File: src/rtl/rgmii_delay_tuner_if.sv
// Control/status bundle between the RGMII delay tuner and its surroundings:
// IDELAYCTRL ready, register-side config, MAC frame scoring pulses and the
// IDELAYE2 VAR_LOAD controls.
interface rgmii_delay_tuner_if #(
  parameter int TAP_WIDTH = 5
);
  logic                 idelay_rdy;
  logic [TAP_WIDTH-1:0] cfg_clk_tap;
  logic [TAP_WIDTH-1:0] cfg_data_tap;
  logic                 cfg_apply;
  logic                 cfg_scan;
  logic                 frame_good;
  logic                 frame_bad;
  logic [TAP_WIDTH-1:0] clk_cntvalue;
  logic [TAP_WIDTH-1:0] data_cntvalue;
  logic                 idelay_ld;
  logic                 busy;
  logic                 scan_done;
  logic                 scan_fail;
  logic [TAP_WIDTH:0]   window_len;

  modport master (
    output idelay_rdy, cfg_clk_tap, cfg_data_tap, cfg_apply, cfg_scan,
           frame_good, frame_bad,
    input  clk_cntvalue, data_cntvalue, idelay_ld, busy, scan_done,
           scan_fail, window_len
  );

  modport slave (
    input  idelay_rdy, cfg_clk_tap, cfg_data_tap, cfg_apply, cfg_scan,
           frame_good, frame_bad,
    output clk_cntvalue, data_cntvalue, idelay_ld, busy, scan_done,
           scan_fail, window_len
  );
endinterface

File: src/rtl/rgmii_delay_tuner.sv
// Runtime IDELAYE2 tap controller for the RGMII receive path. Holds the
// clock-lane and data-lane taps, loads them on request, and can sweep the
// data tap scoring each position with MAC good/bad frame pulses, then park
// on the centre of the widest passing window.
module rgmii_delay_tuner #(
  parameter int TAP_WIDTH        = 5,
  parameter int DEFAULT_CLK_TAP  = 0,
  parameter int DEFAULT_DATA_TAP = 25,
  parameter int SETTLE_CYCLES    = 64,
  parameter int DWELL_FRAMES     = 16,
  parameter int TIMEOUT_CYCLES   = 2**20
) (
  input  logic                  clock,
  input  logic                  reset,
  rgmii_delay_tuner_if.slave    bus
);

  localparam int FW   = $clog2(DWELL_FRAMES + 1);
  localparam int CMAX = (SETTLE_CYCLES > TIMEOUT_CYCLES) ? SETTLE_CYCLES : TIMEOUT_CYCLES;
  localparam int CW   = $clog2(CMAX + 1);

  localparam logic [TAP_WIDTH-1:0] TAP_MAX     = '1;
  localparam logic [FW-1:0]        DWELL_N     = FW'(DWELL_FRAMES);
  localparam logic [CW-1:0]        SETTLE_LAST = CW'(SETTLE_CYCLES - 1);
  localparam logic [CW-1:0]        TMO_LAST    = CW'(TIMEOUT_CYCLES - 1);

  typedef enum logic [3:0] {
    WAIT_RDY, LOAD, IDLE, S_LOAD, S_SETTLE, S_DWELL, S_NEXT, S_FINISH, S_DONE
  } state_t;

  state_t               state_q, state_d;
  logic [TAP_WIDTH-1:0] clk_q, data_q, save_q;
  logic [CW-1:0]        cyc_q;
  logic [FW-1:0]        frm_q;
  logic                 bad_q, pass_q, fail_q;
  logic [TAP_WIDTH-1:0] run_start_q, best_start_q;
  logic [TAP_WIDTH:0]   run_len_q, best_len_q, win_q;

  logic                 ld, busy, done, abort;
  logic [FW:0]          frm_sum;
  logic [FW-1:0]        frm_nxt;
  logic                 bad_nxt, frm_full, tmo, dwell_end;
  logic [TAP_WIDTH:0]   fin_len, fin_half;
  logic [TAP_WIDTH-1:0] fin_start;

  // Dwell scoring: both pulses in one cycle count as two frames, saturating.
  always_comb begin
    frm_sum   = {1'b0, frm_q} + (FW+1)'(bus.frame_good) + (FW+1)'(bus.frame_bad);
    frm_nxt   = (frm_sum >= {1'b0, DWELL_N}) ? DWELL_N : frm_sum[FW-1:0];
    bad_nxt   = bad_q | bus.frame_bad;
    frm_full  = (frm_nxt == DWELL_N);
    tmo       = (cyc_q == TMO_LAST);
    dwell_end = frm_full | tmo;
  end

  // Close the run that touches the top tap and pick the centre of the best.
  always_comb begin
    fin_len   = (run_len_q > best_len_q) ? run_len_q   : best_len_q;
    fin_start = (run_len_q > best_len_q) ? run_start_q : best_start_q;
    fin_half  = (fin_len - 1'b1) >> 1;
  end

  // State register.
  always_ff @(posedge clock) begin
    if (reset) state_q <= WAIT_RDY;
    else       state_q <= state_d;
  end

  // Next state and decoded strobes; losing IDELAYCTRL ready overrides all.
  always_comb begin
    state_d = state_q;
    ld      = 1'b0;
    busy    = 1'b0;
    done    = 1'b0;
    case (state_q)
      WAIT_RDY: if (bus.idelay_rdy) state_d = LOAD;
      LOAD:     begin ld = 1'b1; state_d = IDLE; end
      IDLE: begin
        if (bus.cfg_apply)     state_d = LOAD;
        else if (bus.cfg_scan) state_d = S_LOAD;
      end
      S_LOAD:   begin busy = 1'b1; ld = 1'b1; state_d = S_SETTLE; end
      S_SETTLE: begin busy = 1'b1; if (cyc_q == SETTLE_LAST) state_d = S_DWELL; end
      S_DWELL:  begin busy = 1'b1; if (dwell_end) state_d = S_NEXT; end
      S_NEXT:   begin busy = 1'b1; state_d = (data_q == TAP_MAX) ? S_FINISH : S_LOAD; end
      S_FINISH: begin busy = 1'b1; state_d = S_DONE; end
      S_DONE:   begin ld = 1'b1; done = 1'b1; state_d = IDLE; end
      default:  state_d = WAIT_RDY;
    endcase
    abort = !bus.idelay_rdy && (state_q != WAIT_RDY);
    if (abort) state_d = WAIT_RDY;
  end

  // Tap registers, scoring counters and run tracking.
  always_ff @(posedge clock) begin
    if (reset) begin
      clk_q        <= TAP_WIDTH'(DEFAULT_CLK_TAP);
      data_q       <= TAP_WIDTH'(DEFAULT_DATA_TAP);
      save_q       <= TAP_WIDTH'(DEFAULT_DATA_TAP);
      cyc_q        <= '0;
      frm_q        <= '0;
      bad_q        <= 1'b0;
      pass_q       <= 1'b0;
      fail_q       <= 1'b0;
      run_start_q  <= '0;
      run_len_q    <= '0;
      best_start_q <= '0;
      best_len_q   <= '0;
      win_q        <= '0;
    end else if (abort) begin
      // Scan abandoned: put back the tap that was in force before it.
      if (busy) data_q <= save_q;
    end else begin
      case (state_q)
        IDLE: begin
          if (bus.cfg_apply) begin
            clk_q  <= bus.cfg_clk_tap;
            data_q <= bus.cfg_data_tap;
          end else if (bus.cfg_scan) begin
            save_q       <= data_q;
            data_q       <= '0;
            run_len_q    <= '0;
            run_start_q  <= '0;
            best_len_q   <= '0;
            best_start_q <= '0;
          end
        end
        S_LOAD: begin
          cyc_q <= '0;
          frm_q <= '0;
          bad_q <= 1'b0;
        end
        S_SETTLE: cyc_q <= (cyc_q == SETTLE_LAST) ? '0 : cyc_q + CW'(1);
        S_DWELL: begin
          cyc_q <= cyc_q + CW'(1);
          frm_q <= frm_nxt;
          bad_q <= bad_nxt;
          if (dwell_end) pass_q <= frm_full & ~bad_nxt;
        end
        S_NEXT: begin
          if (pass_q) begin
            if (run_len_q == '0) run_start_q <= data_q;
            run_len_q <= run_len_q + 1'b1;
          end else begin
            if (run_len_q > best_len_q) begin
              best_len_q   <= run_len_q;
              best_start_q <= run_start_q;
            end
            run_len_q <= '0;
          end
          if (data_q != TAP_MAX) data_q <= data_q + 1'b1;
        end
        S_FINISH: begin
          win_q <= fin_len;
          if (fin_len != '0) begin
            data_q <= fin_start + fin_half[TAP_WIDTH-1:0];
            fail_q <= 1'b0;
          end else begin
            data_q <= save_q;
            fail_q <= 1'b1;
          end
        end
        default: ;
      endcase
    end
  end

  assign bus.clk_cntvalue  = clk_q;
  assign bus.data_cntvalue = data_q;
  assign bus.idelay_ld     = ld;
  assign bus.busy          = busy;
  assign bus.scan_done     = done;
  assign bus.scan_fail     = fail_q;
  assign bus.window_len    = win_q;

endmodule

File: src/flat_wrapper.sv
// flat-port wrapper written by rule: the top's interface ports become plain ports
module rgmii_delay_tuner_flat 
#(
  parameter int TAP_WIDTH        = 5,
  parameter int DEFAULT_CLK_TAP  = 0,
  parameter int DEFAULT_DATA_TAP = 25,
  parameter int SETTLE_CYCLES    = 64,
  parameter int DWELL_FRAMES     = 16,
  parameter int TIMEOUT_CYCLES   = 2**20
)
  (clock, reset, bus_idelay_rdy, bus_cfg_clk_tap, bus_cfg_data_tap, bus_cfg_apply, bus_cfg_scan, bus_frame_good, bus_frame_bad, bus_clk_cntvalue, bus_data_cntvalue, bus_idelay_ld, bus_busy, bus_scan_done, bus_scan_fail, bus_window_len);
  rgmii_delay_tuner_if #(.TAP_WIDTH(TAP_WIDTH)) bus_i ();
  input  logic clock;
  input  logic reset;
  input wire logic [$bits(bus_i.idelay_rdy)-1:0] bus_idelay_rdy;
  input wire logic [$bits(bus_i.cfg_clk_tap)-1:0] bus_cfg_clk_tap;
  input wire logic [$bits(bus_i.cfg_data_tap)-1:0] bus_cfg_data_tap;
  input wire logic [$bits(bus_i.cfg_apply)-1:0] bus_cfg_apply;
  input wire logic [$bits(bus_i.cfg_scan)-1:0] bus_cfg_scan;
  input wire logic [$bits(bus_i.frame_good)-1:0] bus_frame_good;
  input wire logic [$bits(bus_i.frame_bad)-1:0] bus_frame_bad;
  output wire logic [$bits(bus_i.clk_cntvalue)-1:0] bus_clk_cntvalue;
  output wire logic [$bits(bus_i.data_cntvalue)-1:0] bus_data_cntvalue;
  output wire logic [$bits(bus_i.idelay_ld)-1:0] bus_idelay_ld;
  output wire logic [$bits(bus_i.busy)-1:0] bus_busy;
  output wire logic [$bits(bus_i.scan_done)-1:0] bus_scan_done;
  output wire logic [$bits(bus_i.scan_fail)-1:0] bus_scan_fail;
  output wire logic [$bits(bus_i.window_len)-1:0] bus_window_len;
  assign bus_i.idelay_rdy = bus_idelay_rdy;
  assign bus_i.cfg_clk_tap = bus_cfg_clk_tap;
  assign bus_i.cfg_data_tap = bus_cfg_data_tap;
  assign bus_i.cfg_apply = bus_cfg_apply;
  assign bus_i.cfg_scan = bus_cfg_scan;
  assign bus_i.frame_good = bus_frame_good;
  assign bus_i.frame_bad = bus_frame_bad;
  assign bus_clk_cntvalue = bus_i.clk_cntvalue;
  assign bus_data_cntvalue = bus_i.data_cntvalue;
  assign bus_idelay_ld = bus_i.idelay_ld;
  assign bus_busy = bus_i.busy;
  assign bus_scan_done = bus_i.scan_done;
  assign bus_scan_fail = bus_i.scan_fail;
  assign bus_window_len = bus_i.window_len;
  rgmii_delay_tuner #(.TAP_WIDTH(TAP_WIDTH), .DEFAULT_CLK_TAP(DEFAULT_CLK_TAP), .DEFAULT_DATA_TAP(DEFAULT_DATA_TAP), .SETTLE_CYCLES(SETTLE_CYCLES), .DWELL_FRAMES(DWELL_FRAMES), .TIMEOUT_CYCLES(TIMEOUT_CYCLES)) u_core (.clock(clock), .reset(reset), .bus(bus_i));
endmodule
File: config.mk
export PLATFORM = sky130hd
export DESIGN_NAME = rgmii_delay_tuner_flat
export DESIGN_NICKNAME = d
export VERILOG_FILES = /design/src/rtl/rgmii_delay_tuner_if.sv /design/src/rtl/rgmii_delay_tuner.sv /design/src/flat_wrapper.sv
export SDC_FILE = /design/constraint.sdc
export NUM_CORES = 1
export LEC_CHECK = 0
export BUFFER_PORTS_ARGS = -buffer_cell sky130_fd_sc_hd__clkbuf_2
export CORE_ASPECT_RATIO = 2
export CORE_MARGIN = 2
export CORE_UTILIZATION = 55
export CTS_BUF_LIST = sky130_fd_sc_hd__clkbuf_8
export CTS_CLUSTER_SIZE = 20
export DETAILED_ROUTE_END_ITERATION = 10
export PLACE_DENSITY = 0.77
export SLEW_MARGIN = 10
export SYNTH_ARGS = -nofsm -noshare
export SYNTH_HDL_FRONTEND = slang
export SYNTH_SLANG_ARGS = --single-unit
File: constraint.sdc
create_clock -name clock -period 3.8 [get_ports clock]
set_input_delay 0.76 -clock clock [delete_from_list [all_inputs] [get_ports clock]]
set_output_delay 0.76 -clock clock [all_outputs]
set_load 0.1 [all_outputs]
==> out/summary.md <==
The run finished with clean final reports. The library cell contributing the largest single delay on the critical path was sky130_fd_sc_hd__dfxtp_1. After synthesis the netlist holds a flip-flop and latch count of 76. The run gives 582 as the number of nets in the final layout. The number of clock sinks was 76.

The count of nets left with antenna violations after detail routing was 0; the routing usage on met1 was 32.9%. Critical path arrival: 3.64 ns. On the critical path the largest part of the delay comes from adder cells. Of the cells placed in the final design, the portion with a size suffix greater than 1 is 16.2%. The first-pass GRT wire length was 15,800 um; the count of unique library cells instantiated by Yosys was 74. The floorplan step defined a core boundary enclosing 7830 um^2. At the worst endpoint, the required time is 4.09 ns. In the final routed layout, each cell accounts on average for 15.0 um.

Walking the worst path, the cells encountered are inv_1 > ha_1 > and4_4 > and3_4 > a31oi_4 > mux2i_1 > ha_1 > inv_1 > ha_1 > inv_1 > fa_1 > inv_1 > a21o_1 > a21oi_1 > xor2_1 > a211oi_2. The maximum clock frequency is 298 MHz. The class of the tightest hold or removal check is reg2reg. Summing every instance area after synthesis gives 4370 um^2. For this run, the detailed router's first-pass iteration total came to 5.

The worst setup path is launched from a flip-flop. Leaving out fill and tap cells, the most frequent cell in the layout is sky130_fd_sc_hd__nor2_1. The maximum fanout count along the critical path is 4. The final worst-path setup slack was 0.446 ns. The via count of the first global-routing pass was 3,322. The run gives 0 ns as the post-route setup TNS.

In the routed design, unresolved DRC markers number 0. Setup repair after global routing left no endpoint under its margin. The worst pin sits at a relative slew slack of 42.0%.

Counting I/O delays and the setup requirement, the final critical path takes 3.35 ns. The logs give 0 for the initial antenna violation count and 8710 um^2 for the die footprint. The slew at the pin with the worst max-slew slack works out to 0.867 ns. The worst setup slack before clock tree synthesis was 0.457 ns.

Registers are responsible for 51.3% of the overall power. For the routability-driven placement congestion ratio, the log shows 0.915. The global route total overflow is 0. The tool flagged a number of max-cap violations equal to 0.

Of the total power, the clock network draws 43.4%. Per report_power, the combinational group accounts for 5.3% of the total. For the count of hold-fix buffers inserted at cts, the log shows 0. The switching part of the total is 23.0%.

During synthesis, Yosys emitted a total of 0 warnings. The number of synthesized flops with an enable pin was 0. Most common cell type on the critical path: sky130_fd_sc_hd__inv_1.

The tools report the final-report max-slew violation count as 0. Primary flip-flop cell chosen by synthesis mapping: sky130_fd_sc_hd__dfxtp_1. The maximum number of pins on one net before global-route repair came out at 38.

At the later pin of the worst-skew pair, clock insertion delay measures 0.36 ns. The number of antenna diodes is 0, and the worst path buffer plus inverter count is 4. Synthesis produced a netlist with a net count of 552. After detailed routing, the number of vias per cell comes to 5.71. Between clock sinks in the finished design, the worst skew comes to 0.0106 ns. The tools report the initial cell density of the core as 55.8%. No sink is reached through more buffers than the 2 on the longest clock path. The first routing iteration left 233 violations. For this design the total switching power over the nets is 0.000361 W. The largest single stage delay on the critical path is 0.39 ns.

The HPWL after detailed placement is 6870 um. The routed layout has 3,695 vias. Measured along the y axis, the die boundary spans 130 um. TritonCTS built the clock tree. The final hold violation count is 0, and the routing usage on met3 is 5.26%.

For the area used by multi-input combinational logic, the log shows 2630 um^2. The area growth from synthesis to layout is 9.74%. In the final layout, flip-flops and latches occupy 1520 um^2. The category of the most critical setup path was reg2reg. The layer flagged by global routing as most heavily used is met2. The post-CTS clock slew at the launch and capture registers of the worst setup and hold paths works out to 0.08 ns. Global routing used 34.5% of the available met2 tracks. The run gives 34.8% as the share of the yosys chip area belonging to registers.

For this design the ratio of total power to cell area is 327 nW/um^2. The row count was 46. The count of buffers added on input and output ports is 36.

The deepest level of the CTS H-tree is 3, and the average footprint of a synthesized cell is 8.46 um^2. In this run, post-CTS repair resized a total of 0 instances. Summed over all cells, the static leakage comes to 1.86 nW. The internal power component was 0.00121 W; the end-of-flow core utilization was 61.2%. IR analysis of the VDD net gives a maximum drop of 224 uV. The I/O pin total was 37; the overall global routing resource usage was 23.5%. The count of filler cells inserted in the layout is 718. The library cells used most frequently in the layout, excluding fill and tap cells, are 77 x sky130_fd_sc_hd__nor2_1, 76 x sky130_fd_sc_hd__dfxtp_1, 45 x sky130_fd_sc_hd__a21oi_1. In the synthesized netlist the async set-or-reset flop fraction comes to 0%.

In the finished design, the share of the clock period the worst path needs comes to 88.3%. The design draws 0.00157 W. The number of buffers created by CTS came out at 9. Die boundary width: 67.0 um. STA classifies the critical path endpoint as a flip-flop.

The count of final setup violators was 0. The number of setup buffers added after CTS is 0. The cell count after synthesis came out at 516. The post-detailed-routing wire length is 9690 um. The tools report the root cell of the clock tree as sky130_fd_sc_hd__clkbuf_8.
sequential cells by signal, indices dropped and copies added (netlist names):
register / count
u_core.best_start_q: 5
u_core.best_len_q: 6
u_core.cyc_q: 21
u_core.bus.clk_cntvalue: 5
u_core.run_len_q: 6
u_core.run_start_q: 5
u_core.bus.window_len: 6
u_core.state_q: 4
u_core.bus.data_cntvalue: 5
u_core.bus.scan_fail: 1
u_core.frm_q: 5
u_core.pass_q: 1
u_core.save_q: 5
u_core.bad_q: 1
cells by family (layout without fill, tap and decap cells):
logic type	Yosys count	after routing	share of synthesized area, %
adders and majority gates	19	19	5.79
AOI/OAI and AO/OA	109	109	17.6
buffers and inverters	43	78	4.93
muxes	19	19	4.58
DFF	76	76	34.8
xor gates and xnor gates	37	37	7.42
and+or+nand+nor	213	213	24.8
worst paths after layout:
| check | from | end | slack [ns] | depth (start not counted) |
|---|---|---|---|---|
| setup / recovery | u_core.best_len_q[2] | u_core.bus.data_cntvalue[4] | 0.45 | 16 |
| hold / removal | u_core.best_start_q[2] | u_core.best_start_q[2] | 0.46 | 2 |
| setup reg to reg | u_core.best_len_q[2] | u_core.bus.data_cntvalue[4] | 0.45 | 16 |
| hold reg to reg | u_core.best_start_q[2] | u_core.best_start_q[2] | 0.46 | 2 |
through the flow:
stage / hold slack, ns / std cells / cell area [um^2]
floorplan: 0.428 / 516 / 4370
global placement: 0.436 / 631 / 4580
detailed placement: 0.454 / 631 / 4580
CTS: 0.462 / 647 / 4790
global route: 0.479 / 647 / 4790
finish: 0.459 / 647 / 4790
final cells by class:
type	count	area share [%]
clock buffer	10	2.87
clock inverter	6	1.64
inverter	19	1.49
multi-input combinational	397	54.9
sequential	76	31.7
tap	96	2.51
timing repair buffer	43	4.86
power by group through the flow:
stage / logic (W) / clock network [W] / registers [W]
final: 0.0000828 / 0.000681 / 0.000805
after global routing: 0.0000895 / 0.000716 / 0.000805
after CTS: 0.0000829 / 0.000693 / 0.000805
after detailed placement: 0.0000826 / 0 / 0.000823
after global placement: 0.0000820 / 0 / 0.000823
after floorplan: 0.0000536 / 0 / 0.000829
worst reg2reg max path, cell delays in order (launching register included):
cell and delay [ns]:
sky130_fd_sc_hd__dfxtp_1 0.39, sky130_fd_sc_hd__inv_1 0.12, sky130_fd_sc_hd__ha_1 0.30, sky130_fd_sc_hd__and4_4 0.19
sky130_fd_sc_hd__and3_4 0.18, sky130_fd_sc_hd__a31oi_4 0.20, sky130_fd_sc_hd__mux2i_1 0.37, sky130_fd_sc_hd__ha_1 0.29
sky130_fd_sc_hd__inv_1 0.06, sky130_fd_sc_hd__ha_1 0.15, sky130_fd_sc_hd__inv_1 0.05, sky130_fd_sc_hd__fa_1 0.39
sky130_fd_sc_hd__inv_1 0.08, sky130_fd_sc_hd__a21o_1 0.10, sky130_fd_sc_hd__a21oi_1 0.07, sky130_fd_sc_hd__xor2_1 0.17
sky130_fd_sc_hd__a211oi_2 0.17
Yosys cell counts (all sizes together) (9+ instances only):
cell,n,share of area (%)
nand2,34,3.0
nor2b,10,1.4
xor2,18,3.6
a211oi,10,1.8
a21oi,46,5.4
nor2,79,6.9
xnor2,19,3.8
inv,19,1.6
nand3,28,3.3
nor3,14,2.0
dfxtp,76,35
mux2i,14,3.2
clkbuf,9,1.0
ha,17,4.9
o21ai,9,1.2
buf,15,2.3
per-layer routing:
metal  share of wire, %  vias up
met4                1.5        0
met3                5.2       11
li1                   -     1882
met5                  0        -
met1                 48     1706
met2                 46       96
Power figures use the tool's default switching activity.
